===== config.mk =====
export PLATFORM = sky130hd
export DESIGN_NAME = mtimer
export DESIGN_NICKNAME = d
export VERILOG_FILES = /design/src/rtl/mtimer.sv
export SDC_FILE = /design/constraint.sdc
export NUM_CORES = 1
export LEC_CHECK = 0
export CORE_ASPECT_RATIO = 1.25
export CORE_MARGIN = 1.5
export CORE_UTILIZATION = 50
export CTS_BUF_LIST = sky130_fd_sc_hd__clkbuf_4 sky130_fd_sc_hd__clkbuf_8 sky130_fd_sc_hd__clkbuf_16
export DETAILED_ROUTE_END_ITERATION = 10
export PLACE_DENSITY_LB_ADDON = 0.3
export REMOVE_ABC_BUFFERS = 1
export SLEW_MARGIN = 30
export SYNTH_ARGS = -nofsm -noshare
export SYNTH_HDL_FRONTEND = slang
export SYNTH_SLANG_ARGS = --single-unit

===== constraint.sdc =====
create_clock -name i_clk -period 2.2 [get_ports i_clk]
set_input_delay 0.33 -clock i_clk [delete_from_list [all_inputs] [get_ports i_clk]]
set_output_delay 0.33 -clock i_clk [all_outputs]
set_load 0.02 [all_outputs]

===== src/rtl/mtimer.sv =====
// mtimer: machine timer with a 64-bit mtime counter, a 64-bit mtimecmp
// compare register and a registered timer interrupt (o_mtip).
// Registers are reached through a single-outstanding request/response port.
//   i_clk, i_rst     clock, synchronous active-high reset
//   i_req/i_we       request valid, 1 = write
//   i_addr           byte address within the register window
//   i_wdata/i_wstrb  write data and byte enables
//   o_ready          request can be accepted (IDLE)
//   o_rvalid         one-cycle response pulse, with o_rdata/o_err
//   o_mtip           machine timer interrupt pending (mtime >= mtimecmp)
module mtimer #(
  parameter int unsigned PRESCALE = 1,
  parameter int unsigned ADDR_W   = 5
) (
  input  logic              i_clk,
  input  logic              i_rst,
  input  logic              i_req,
  input  logic              i_we,
  input  logic [ADDR_W-1:0] i_addr,
  input  logic [31:0]       i_wdata,
  input  logic [3:0]        i_wstrb,
  output logic              o_ready,
  output logic              o_rvalid,
  output logic [31:0]       o_rdata,
  output logic              o_err,
  output logic              o_mtip
);

  typedef enum logic {S_IDLE, S_RESP} state_t;

  state_t      state_q, state_d;
  logic [63:0] mtime_q, mtime_d;
  logic [63:0] mtimecmp_q, mtimecmp_d;
  logic [31:0] hi_snap_q, hi_snap_d;
  logic [31:0] presc_q, presc_d;
  logic [31:0] rdata_q, rdata_d;
  logic        err_q, err_d;
  logic        mtip_q, mtip_d;

  logic tick;
  logic sel_lo, sel_hi, sel_cmp_lo, sel_cmp_hi, sel_snap, acc_err;

  function automatic logic [31:0] merge(input logic [31:0] old_w,
                                        input logic [31:0] wd,
                                        input logic [3:0]  st);
    logic [31:0] r;
    r = old_w;
    for (int unsigned b = 0; b < 4; b++) begin
      if (st[b]) r[8*b +: 8] = wd[8*b +: 8];
    end
    return r;
  endfunction

  // Full-address compare also rejects misaligned addresses.
  always_comb begin
    sel_lo     = (i_addr == ADDR_W'(32'h00));
    sel_hi     = (i_addr == ADDR_W'(32'h04));
    sel_cmp_lo = (i_addr == ADDR_W'(32'h08));
    sel_cmp_hi = (i_addr == ADDR_W'(32'h0C));
    sel_snap   = (i_addr == ADDR_W'(32'h10));
    acc_err    = !(sel_lo || sel_hi || sel_cmp_lo || sel_cmp_hi || sel_snap)
                 || (i_we && sel_snap);
  end

  always_comb begin
    state_d    = state_q;
    mtime_d    = mtime_q;
    mtimecmp_d = mtimecmp_q;
    hi_snap_d  = hi_snap_q;
    rdata_d    = '0;
    err_d      = 1'b0;
    mtip_d     = (mtime_q >= mtimecmp_q);

    tick    = (presc_q == 32'(PRESCALE - 1));
    presc_d = tick ? '0 : presc_q + 32'd1;

    if (tick) mtime_d = mtime_q + 64'd1;

    // Software writes are evaluated after the tick so they override it;
    // reads sample the pre-tick register values.
    case (state_q)
      S_IDLE: begin
        if (i_req) begin
          state_d = S_RESP;
          if (acc_err) begin
            err_d = 1'b1;
          end else if (i_we) begin
            if (sel_lo)     mtime_d    = {mtime_q[63:32], merge(mtime_q[31:0], i_wdata, i_wstrb)};
            if (sel_hi)     mtime_d    = {merge(mtime_q[63:32], i_wdata, i_wstrb), mtime_q[31:0]};
            if (sel_cmp_lo) mtimecmp_d = {mtimecmp_q[63:32], merge(mtimecmp_q[31:0], i_wdata, i_wstrb)};
            if (sel_cmp_hi) mtimecmp_d = {merge(mtimecmp_q[63:32], i_wdata, i_wstrb), mtimecmp_q[31:0]};
          end else begin
            if (sel_lo) begin
              rdata_d   = mtime_q[31:0];
              hi_snap_d = mtime_q[63:32];
            end
            if (sel_hi)     rdata_d = mtime_q[63:32];
            if (sel_cmp_lo) rdata_d = mtimecmp_q[31:0];
            if (sel_cmp_hi) rdata_d = mtimecmp_q[63:32];
            if (sel_snap)   rdata_d = hi_snap_q;
          end
        end
      end
      S_RESP: begin
        state_d = S_IDLE;
      end
      default: begin
        state_d = S_IDLE;
      end
    endcase
  end

  always_ff @(posedge i_clk) begin
    if (i_rst) begin
      state_q    <= S_IDLE;
      mtime_q    <= '0;
      mtimecmp_q <= '1;
      hi_snap_q  <= '0;
      presc_q    <= '0;
      rdata_q    <= '0;
      err_q      <= 1'b0;
      mtip_q     <= 1'b0;
    end else begin
      state_q    <= state_d;
      mtime_q    <= mtime_d;
      mtimecmp_q <= mtimecmp_d;
      hi_snap_q  <= hi_snap_d;
      presc_q    <= presc_d;
      rdata_q    <= rdata_d;
      err_q      <= err_d;
      mtip_q     <= mtip_d;
    end
  end

  assign o_ready  = (state_q == S_IDLE);
  assign o_rvalid = (state_q == S_RESP);
  assign o_rdata  = rdata_q;
  assign o_err    = err_q;
  assign o_mtip   = mtip_q;

endmodule


==> impl_metrics.py <==
metrics = {
    "setup_path": {
        "reg2reg_depth": 9,
        "required_ps": 2600,
        "r2r-start": "mtime_q[0]",
        "path_max_fanout": 2,
        "reg2reg_to": "o_mtip",
        "crit_type": "reg -> reg",
        "worst_setup_path_start_kind": "register",
        "r2r_setup_slack_ps": -60,
        "setup.worst_path.start": "mtime_q[0]",
        "crit_path_end_kind": "register",
        "cp.arrival_ps": 2660,
    },
    "layout": {
        "drive_gt1_frac": 0.249,
        "final_cell_mix": "buf_4, nand2_1, dfxtp_1",
        "antenna_cells": 0,
        "finalCoreUtilization": 0.707,
        "final_nets": 2081,
        "final_common_cell": "buf_4",
        "syn_to_final_growth_pct": 37.9,
    },
    "global_route": {
        "grt_util_met3": 0.0555,
        "grt_usage": 0.356,
        "busiest_layer": "met2",
        "grt_pass1_vias": 14300,
        "grt_max_degree": 49,
        "antenna_found_initial": 0,
        "grt_use_met2": 0.599,
        "grt_pass1_wl_microns": 76000,
        "grt-ovfl-total": 0,
        "use_met1": 0.425,
    },
    "hold_path": {
        "min_from": "i_rst",
        "worstHoldPathCells": 2,
        "min_to": "mtime_q[8]",
        "holdCritPathClass": "in -> reg",
    },
    "yosys": {
        "synthFlopType": "dfxtp_1",
        "synth_top_family_by_area": "simple AND/OR/NAND/NOR gates",
        "yosysTopAreaCellShare": 0.349,
        "synth_warnings": 0,
        "yosys.area_share.simple": 0.242,
        "syn_inst": 1650,
        "synth_fa_ha_area_frac": 0.0644,
        "synth-xor-area-share": 0.0209,
        "async_flop_share": 0,
        "synth-edff-count": 0,
        "yosysUniqueCellTypes": 77,
        "ys_seq_area_frac": 0.349,
        "synth_compound_area_frac": 0.232,
        "syn_area_sq_mm": 0.0130,
        "ys_ff_latch": 227,
        "yosysTopAreaCell": "dfxtp_1",
        "synthTopCellsByArea": "dfxtp_1, ha_1, nand2_1",
        "synth_area_per_cell_sq_um": 7.89,
        "synth_mux_area_frac": 0.0295,
    },
    "power": {
        "vdd_drop_max_mv": 0.542,
        "powerDensity_mw_per_mm2": 510,
        "total_leakage_power_nw": 7.46,
    },
    "detailed_routing": {
        "vias": 14700,
        "firstDrtPassIters": 6,
        "wl_microns": 49400,
        "postRouteAntennaNets": 0,
        "first_iter_violations": 1381,
        "wl_per_cell_microns": 21.3,
        "drc": 0,
        "viasPerCell": 6.35,
    },
    "clock_network": {
        "clock_path_buffers": 3,
        "path_clk_slew_ps": 60,
        "cts_tree": "done",
        "root_buffer": "clkbuf_16",
        "cts_buffers": 26,
        "hold_buffers": 0,
        "clock_latency_ps": 560,
        "clock_sinks": 227,
        "htree_levels": 1,
    },
    "sta": {
        "worst_pin_slew_ps": 677,
        "clock_skew_ps": 24.3,
        "slew_headroom": 0.547,
        "final_max_slew_viol_count": 0,
        "setup_ws_ps": -59.7,
        "setup_tns_ps": -169,
        "max_freq_mhz": 443,
        "min_period_ps": 2260,
        "setup_viol": 10,
        "grt_setup_unrepaired": "true",
        "period_share": 1.03,
        "hold_viol_final": 0,
    },
    "run": {
        "cap_violations": 0,
    },
    "placement": {
        "gp_congestion": 1.05,
        "io_buffers": 80,
        "hpwl_microns": 35200,
    },
    "die": {
        "fp.dieArea_sq_mm": 0.0270,
        "rows": 65,
        "initial_utilization": 0.513,
        "io_pins": 81,
        "fp.dieW_microns": 147,
        "die_h_microns": 183,
        "core_sq_mm": 0.0254,
    },
    "outcome": {
        "outcome": "finished, violations left",
        "failed_checks": "setup timing",
    },
}
-- where the power goes --
part           internal, W  switching [W]  leakage, nW  total, W
clock network      0.00264        0.00181        0.433   0.00445
logic             0.000236       0.000330         5.19  0.000566
registers          0.00412      0.0000132         1.84   0.00414
total              0.00700        0.00215         7.46   0.00915
-- metrics by stage --
step	std cells	setup slack [ps]	cell area, sq um	hold slack [ps]	power, W
floorplan	1538	-1150	12500	399	0.00439
global placement	2257	-449	16400	439	0.00475
detailed placement	2257	-452	16400	445	0.00476
CTS	2305	-31.9	17400	156	0.00915
global route	2319	-143	18000	147	0.00936
finish	2319	-59.7	18000	144	0.00915
-- cells in the mapped netlist (15+ instances only) --
cell type / count
dfxtp_1: 227
nand2_1: 209
nor2_1: 122
o21ai_0: 115
a21oi_1: 96
clkbuf_1: 85
inv_1: 84
o211ai_1: 78
nand3_1: 73
ha_1: 67
and3_1: 41
nor3_1: 39
a221oi_1: 36
mux2i_1: 35
nand4_1: 35
nor4_1: 24
a211oi_1: 17
xor2_1: 17
and4_1: 15
-- per-layer routing --
metal / routed length [microns] / up-vias / part of all wire
met1: 19000 / 6954 / 0.38
met5: 0 / - / 0
li1: - / 6738 / -
met4: 3040 / 0 / 0.062
met2: 23300 / 832 / 0.47
met3: 4070 / 211 / 0.082
-- how the worst max path moves through the flow --
stage / endpoint / cells after the start
2_1_floorplan: mtime_q[5] / 6
3_3_place_gp: mtime_q[24] / 7
3_5_place_dp: mtime_q[30] / 7
4_1_cts: mtime_q[14] / 10
5_1_grt: o_mtip / 9
6_report: o_mtip / 9
-- critical path, cell delays in order, from the launching register on --
cell and delay [ps]:
dfxtp_1 340, inv_1 70, ha_1 300, nand2b_1 160, a2111oi_2 350, a211o_1 260
a2111oi_1 120, buf_4 150, o31ai_1 220, nand3_1 130
-- layout make-up --
class	instances	area, sq um
Inverter	84	315
Clock buffer	37	764
Multi-Input combinational cell	1227	8170
Fill cell	2041	7420
Timing Repair Buffer	403	3610
Sequential cell	227	4580
Clock inverter	6	97.6
Tap cell	335	419
-- what timing repair did --
| action | in CTS | in global routing |
|---|---|---|
| setup endpoints to repair | 36 | 52 |
| gates resized for setup | 35 | 114 |
| gates cloned | 0 | 1 |
| setup buffers | 5 | 13 |
| pin swaps | 14 | 37 |
| endpoints found under the hold margin | 0 | 0 |
-- kinds of logic (layout without fill, tap and decap cells) --
kind of cell | count (synthesis) | after routing
buffers and inverters | 196 | 530
xor gates and xnor gates | 31 | 31
adders and majority gates | 67 | 67
DFF | 227 | 227
AOI/OAI and AO/OA | 460 | 460
and+or+nand+nor | 631 | 631
muxes | 38 | 38
-- registers in the layout (all words and copies together) (netlist names) --
| name | flops |
|---|---|
| o_rvalid | 1 |
| mtimecmp_q | 64 |
| hi_snap_q | 32 |
| presc_q | 32 |
| o_rdata | 32 |
| o_err | 1 |
| o_mtip | 1 |
| mtime_q | 64 |
Note: power is estimated with default switching activity, not from simulation.
==> RTL change 1 (same flow settings) <==
Register the output `o_err` once more, without a reset; this adds one clock of latency there. The other outputs are not delayed to match. Comments in the files are not updated.
--- a/src/rtl/mtimer.sv
+++ b/src/rtl/mtimer.sv
@@ -137,3 +137,5 @@
   assign o_rdata  = rdata_q;
-  assign o_err    = err_q;
+  always_ff @(posedge i_clk) begin
+    o_err <= err_q;
+  end
   assign o_mtip   = mtip_q;
Behaviour: not the same (Yosys sat finds a counterexample within 4 cycles, from zero or initial values and one cycle with i_rst high).
==> RTL change 1 against the unedited design <==
The run still ends with negative setup slack left; critical path depth is 1 higher; final area fell by 0.17%; area after synthesis is 0.15% higher; count of clock-buffer cells in the layout fell by 4; routed wire length shrank 1.9%; power increased by 1.3%; worst setup slack worse by 0.0036 ns; sequential cell count rose by 1; critical path type unchanged; largest power group unchanged.
==> RTL change 1: results (changes against the unedited design) <==
run status -> finished with violations (unchanged)
violated checks -> negative setup slack (unchanged)
Worst EP arrival -> 2.74 ns (was 2.66 ns)
fmax -> 442 MHz (was 443 MHz)
VDD IR max -> 0.611 mV (was 0.542 mV)
hpwl dp -> 35300 um (was 35200 um)
top post-synthesis cells by count -> dfxtp_1 (228), nand2_1 (209), nor2_1 (122), o21ai_0 (115), a21oi_1 (96) (was dfxtp_1 (227), nand2_1 (209), nor2_1 (122), o21ai_0 (115), a21oi_1 (96))
Placer Congestion -> 1.02 (was 1.05)
Compound-Gate Fraction of Synth Area -> 23.2% (about the same)
Worst Skew -> 0.0240 ns (was 0.0243 ns)
final wirelength -> 48500 um (was 49400 um)
vias per std cell -> 6.31 (was 6.35)
XOR/XNOR Fraction of Synth Area -> 2.08% (was 2.09%)
first-pass GRT wire length -> 74200 um (was 76000 um)
Seq/Total Area, Yosys -> 35.0% (was 34.9%)
1st-iter DRT viols -> 1425 (was 1381)
slew margin rel. -> 43.4% (was 54.7%)
P_leak -> 7.50 nW (was 7.46 nW)
DR WL/cell -> 20.9 um (was 21.3 um)
switching part of the total -> 23.1% (was 23.5%)
synth top area cells -> dfxtp_1 (35%), ha_1 (6.4%), nand2_1 (6.0%), o211ai_1 (4.5%), o21ai_0 (4.4%) (unchanged)
vias in the first global route -> 14098 (was 14299)
mux share of post-synthesis cell area -> 2.95% (about the same)
largest net degree at the start of global routing -> 64 (was 49)
CTS Buf Count -> 25 (was 26)
nets -> 2079 (was 2081)
share of layout cells above drive strength 1 -> 24.7% (was 24.9%)
largest fanout on the critical path -> 5 (was 2)
fillcell total -> 1999 (was 2041)
setup ws final -> -0.0634 ns (was -0.0597 ns)
final setup fails -> 6 (was 10)
Synth Instances -> 1651 (was 1650)
Global Route Usage Sum -> 34.4% (was 35.6%)
Synth Area in Adders -> 6.43% (was 6.44%)
## RTL change 1: logic make-up after synthesis
family                     Yosys count
DFF                                228
muxes                               38
buffers and inverters              196
xor gates and xnor gates            31
and+or+nand+nor                    631
AOI/OAI and AO/OA                  460
adders and majority gates           67
## RTL change 1: path summary, 6_finish.rpt
path              start          end  cells after the start
max          presc_q[0]  mtime_q[56]                     10
min               i_rst     o_rvalid                      2
max reg2reg  presc_q[0]  mtime_q[56]                     10
min reg2reg       err_q        o_err                      0
## RTL change 1: critical path, stage by stage, from the launching register on
cell and delay [ns]:
dfxtp_2 0.32, inv_2 0.06, ha_4 0.12, nor4b_4 0.21, nand4_2 0.15, buf_6 0.16, buf_6 0.12, nor4_4 0.26
nand2_2 0.18, or4_4 0.54, nand3_2 0.06
## RTL change 1: metrics by stage
stage	util [%]	cell area [um^2]	hold WS, ns	setup WS [ns]	setup TNS (ns)
finish	70.4	17900	0.174	-0.0634	-0.236
floorplan	-	12500	0.310	-1.15	-66.82
detailed placement	64.0	16300	0.318	-0.379	-42.17
global route	70.4	17900	0.202	-0.161	-1.99
CTS	68.1	17300	0.174	-0.0103	-0.0197
global placement	64.0	16300	0.314	-0.400	-39.28
## RTL change 1: final cells by class
| type | instances | area share (%) |
|---|---|---|
| Inverter | 84 | 1.76 |
| Sequential cell | 228 | 25.6 |
| Clock inverter | 12 | 0.929 |
| Multi-Input combinational cell | 1227 | 45.8 |
| Timing Repair Buffer | 401 | 19.6 |
| Clock buffer | 33 | 4.00 |
| Tap cell | 335 | 2.34 |
## RTL change 1: power by group through the flow
stage	Clock (mW)	Sequential (mW)	Combinational (mW)
6_report	4.56	4.15	0.562
5_1_grt	4.76	4.15	0.584
4_1_cts	4.57	4.16	0.532
3_5_place_dp	0	4.25	0.527
3_3_place_gp	0	4.25	0.523
2_1_floorplan	0	4.25	0.154
## RTL change 1: layer usage
layer,share of wire [%],GRT usage (%)
met1,37,39.6
met5,0,0
met3,7.8,4.81
met2,49,60.4
met4,6.2,20.9
## RTL change 1: what timing repair did
action                                  4_1_cts  5_1_grt
endpoints found under the setup margin       49       50
gates resized for setup                      26      132
gates cloned                                  0        1
setup buffers                                 5       14
pin swaps                                     9       40
==> RTL change 2 (config.mk and constraints unchanged) <==
Without the edit above. Set the parameter `ADDR_W` to 6 (it was 5).
--- a/src/rtl/mtimer.sv
+++ b/src/rtl/mtimer.sv
@@ -12,3 +12,3 @@
   parameter int unsigned PRESCALE = 1,
-  parameter int unsigned ADDR_W   = 5
+  parameter int unsigned ADDR_W   = 6
 ) (
Ports: changed (resized i_addr); port bits go from 81 to 82. The function was not compared with the original's and may differ.
==> RTL change 2 against the unedited design <==
The run still ends with negative setup slack left; critical path type unchanged; sequential cell count unchanged; combinational power increased by 6.4%; first-iteration DRC count increased by 6.1%; power decreased by 3.3%; via count decreased by 6.6%; worst setup slack got worse by 0.32 ns; die area decreased by 3.5%; core utilization decreased by 0.82 points; final area decreased by 4.2%; critical endpoint is now mtime_q[31]; highest routed layer unchanged; critical path depth decreased by 3; routed wire length decreased by 6.1%; area after synthesis decreased by 3.6%.
==> RTL change 2: results (changes against the unedited design) <==
worst skew pair latency -> 0.54 ns (was 0.56 ns)
largest net degree at the start of global routing -> 51 (was 49)
Compound-Gate Fraction of Synth Area -> 22.0% (was 23.2%)
Worst path slowest cell -> or4_4 (was a2111oi_2)
Global Route Usage Sum -> 34.6% (was 35.6%)
vias in the first global route -> 13338 (was 14299)
P_int -> 6.75 mW (was 7.00 mW)
XOR/XNOR Fraction of Synth Area -> 2.58% (was 2.09%)
largest fanout on the critical path -> 3 (was 2)
Inst Count DP -> 2128 (was 2257)
P_leak -> 7.25 nW (was 7.46 nW)
routed vias -> 13764 (was 14735)
setup ws final -> -0.379 ns (was -0.0597 ns)
Buffers on Ports -> 81 (was 80)
nets -> 1963 (was 2081)
Register-to-Register Path Depth -> 6 (was 9)
DR WL/cell -> 21.1 um (was 21.3 um)
crit-path leading delay family -> simple AND/OR/NAND/NOR gates (was compound AO/OA/AOI/OAI gates)
Worst Skew -> 0.0197 ns (was 0.0243 ns)
share of layout cells above drive strength 1 -> 24.6% (was 24.9%)
CTS Buf Count -> 25 (was 26)
violated checks -> negative setup slack (unchanged)
VDD IR max -> 0.489 mV (was 0.542 mV)
mux share of post-synthesis cell area -> 4.40% (was 2.95%)
Placer Congestion -> 1.03 (was 1.05)
slew margin rel. -> 55.3% (was 54.7%)
Worst Hold Path EP -> mtime_q[49] (was mtime_q[8])
TritonRoute pass-1 iters -> 8 (was 6)
Worst EP arrival -> 3.01 ns (was 2.66 ns)
run status -> finished with violations (unchanged)
worst r2r src -> mtime_q[9] (was mtime_q[0])
Unique masters post-synth -> 79 (was 77)
clk pwr -> 4.11 mW (was 4.45 mW)
top post-synthesis cells by count -> nand2_1 (240), dfxtp_1 (227), nor2_1 (118), a21oi_1 (92), clkbuf_1 (88) (was dfxtp_1 (227), nand2_1 (209), nor2_1 (122), o21ai_0 (115), a21oi_1 (96))
hpwl dp -> 33000 um (was 35200 um)
crit-path max cell delay -> 0.55 ns (was 0.35 ns)
final setup fails -> 45 (was 10)
Synth Instances -> 1548 (was 1650)
synth top area cells -> dfxtp_1 (36%), nand2_1 (7.2%), ha_1 (6.7%), o211ai_1 (4.8%), a21oi_1 (3.7%) (was dfxtp_1 (35%), ha_1 (6.4%), nand2_1 (6.0%), o211ai_1 (4.5%), o21ai_0 (4.4%))
==> RTL change 2: cell types whose count changed in the layout (fill, tap and decap cells not counted), sizes merged, moves of 26 or more <==
| cell | delta |
|---|---|
| a22oi | +26 |
| buf | -26 |
| nand2 | +30 |
| a221oi | -33 |
| o21ai | -60 |
==> RTL change 2: worst reg2reg max path, cell delays in order (launching register included) <==
cell and delay (ns):
dfxtp_2 0.33, nand4_1 0.14, or4_4 0.55, or4_4 0.53, buf_6 0.15, or4_4 0.48, o311a_1 0.30
==> RTL change 2: kinds of logic (layout without fill, tap and decap cells) <==
group           Yosys count  count (layout)
compound gates          401             401
xor+xnor                 37              37
fa+ha+maj                67              67
buf+inv                 185             503
flops                   227             227
mux                      33              33
simple gates            598             598
==> RTL change 2: worst max-delay path by stage <==
stage             endpoint        from  depth (start not counted)  slack [ns]
2_1_floorplan   mtime_q[8]   i_addr[0]                          5       -3.93
3_3_place_gp   mtime_q[53]  presc_q[0]                         10       -0.53
3_5_place_dp   mtime_q[31]  presc_q[0]                          8       -0.61
4_1_cts        mtime_q[49]  mtime_q[7]                          6       -0.34
5_1_grt        mtime_q[31]  mtime_q[7]                          6       -0.46
6_report       mtime_q[31]  mtime_q[9]                          6       -0.38
==> RTL change 2: repair_timing <==
item / 4_1_cts / 5_1_grt
gates cloned: 0 / 2
gates resized for setup: 37 / 103
setup endpoints to repair: 93 / 97
setup buffers: 9 / 15
hold endpoints to repair: 0 / 0
pin swaps: 12 / 54
==> RTL change 2: metrics by stage <==
step | power, mW | instance area (um^2) | setup TNS, ns | util (%)
detailed placement | 4.79 | 15600 | -55.13 | 63.5
global placement | 4.79 | 15600 | -39.54 | 63.5
finish | 8.85 | 17200 | -8.03 | 69.9
CTS | 8.87 | 16600 | -10.50 | 67.6
floorplan | 4.41 | 12200 | -570.57 | -
global route | 9.06 | 17200 | -12.64 | 69.9
==> RTL change 2: per-layer routing <==
| layer | share of wire, % | routed length, um | up-vias | GRT usage (%) |
|---|---|---|---|---|
| li1 | - | - | 6288 | - |
| met1 | 38 | 17400 | 6569 | 41.5 |
| met2 | 48 | 22300 | 707 | 57.7 |
| met3 | 7.8 | 3630 | 200 | 5.63 |
| met4 | 6.6 | 3070 | 0 | 20.1 |
| met5 | 0 | 0 | - | 0 |
==> RTL change 2: cell type report <==
class | count | share of cell area [%]
Clock buffer | 38 | 4.43
Clock inverter | 5 | 0.167
Inverter | 82 | 1.79
Multi-Input combinational cell | 1136 | 45.6
Sequential cell | 227 | 26.5
Tap cell | 330 | 2.40
Timing Repair Buffer | 378 | 19.2
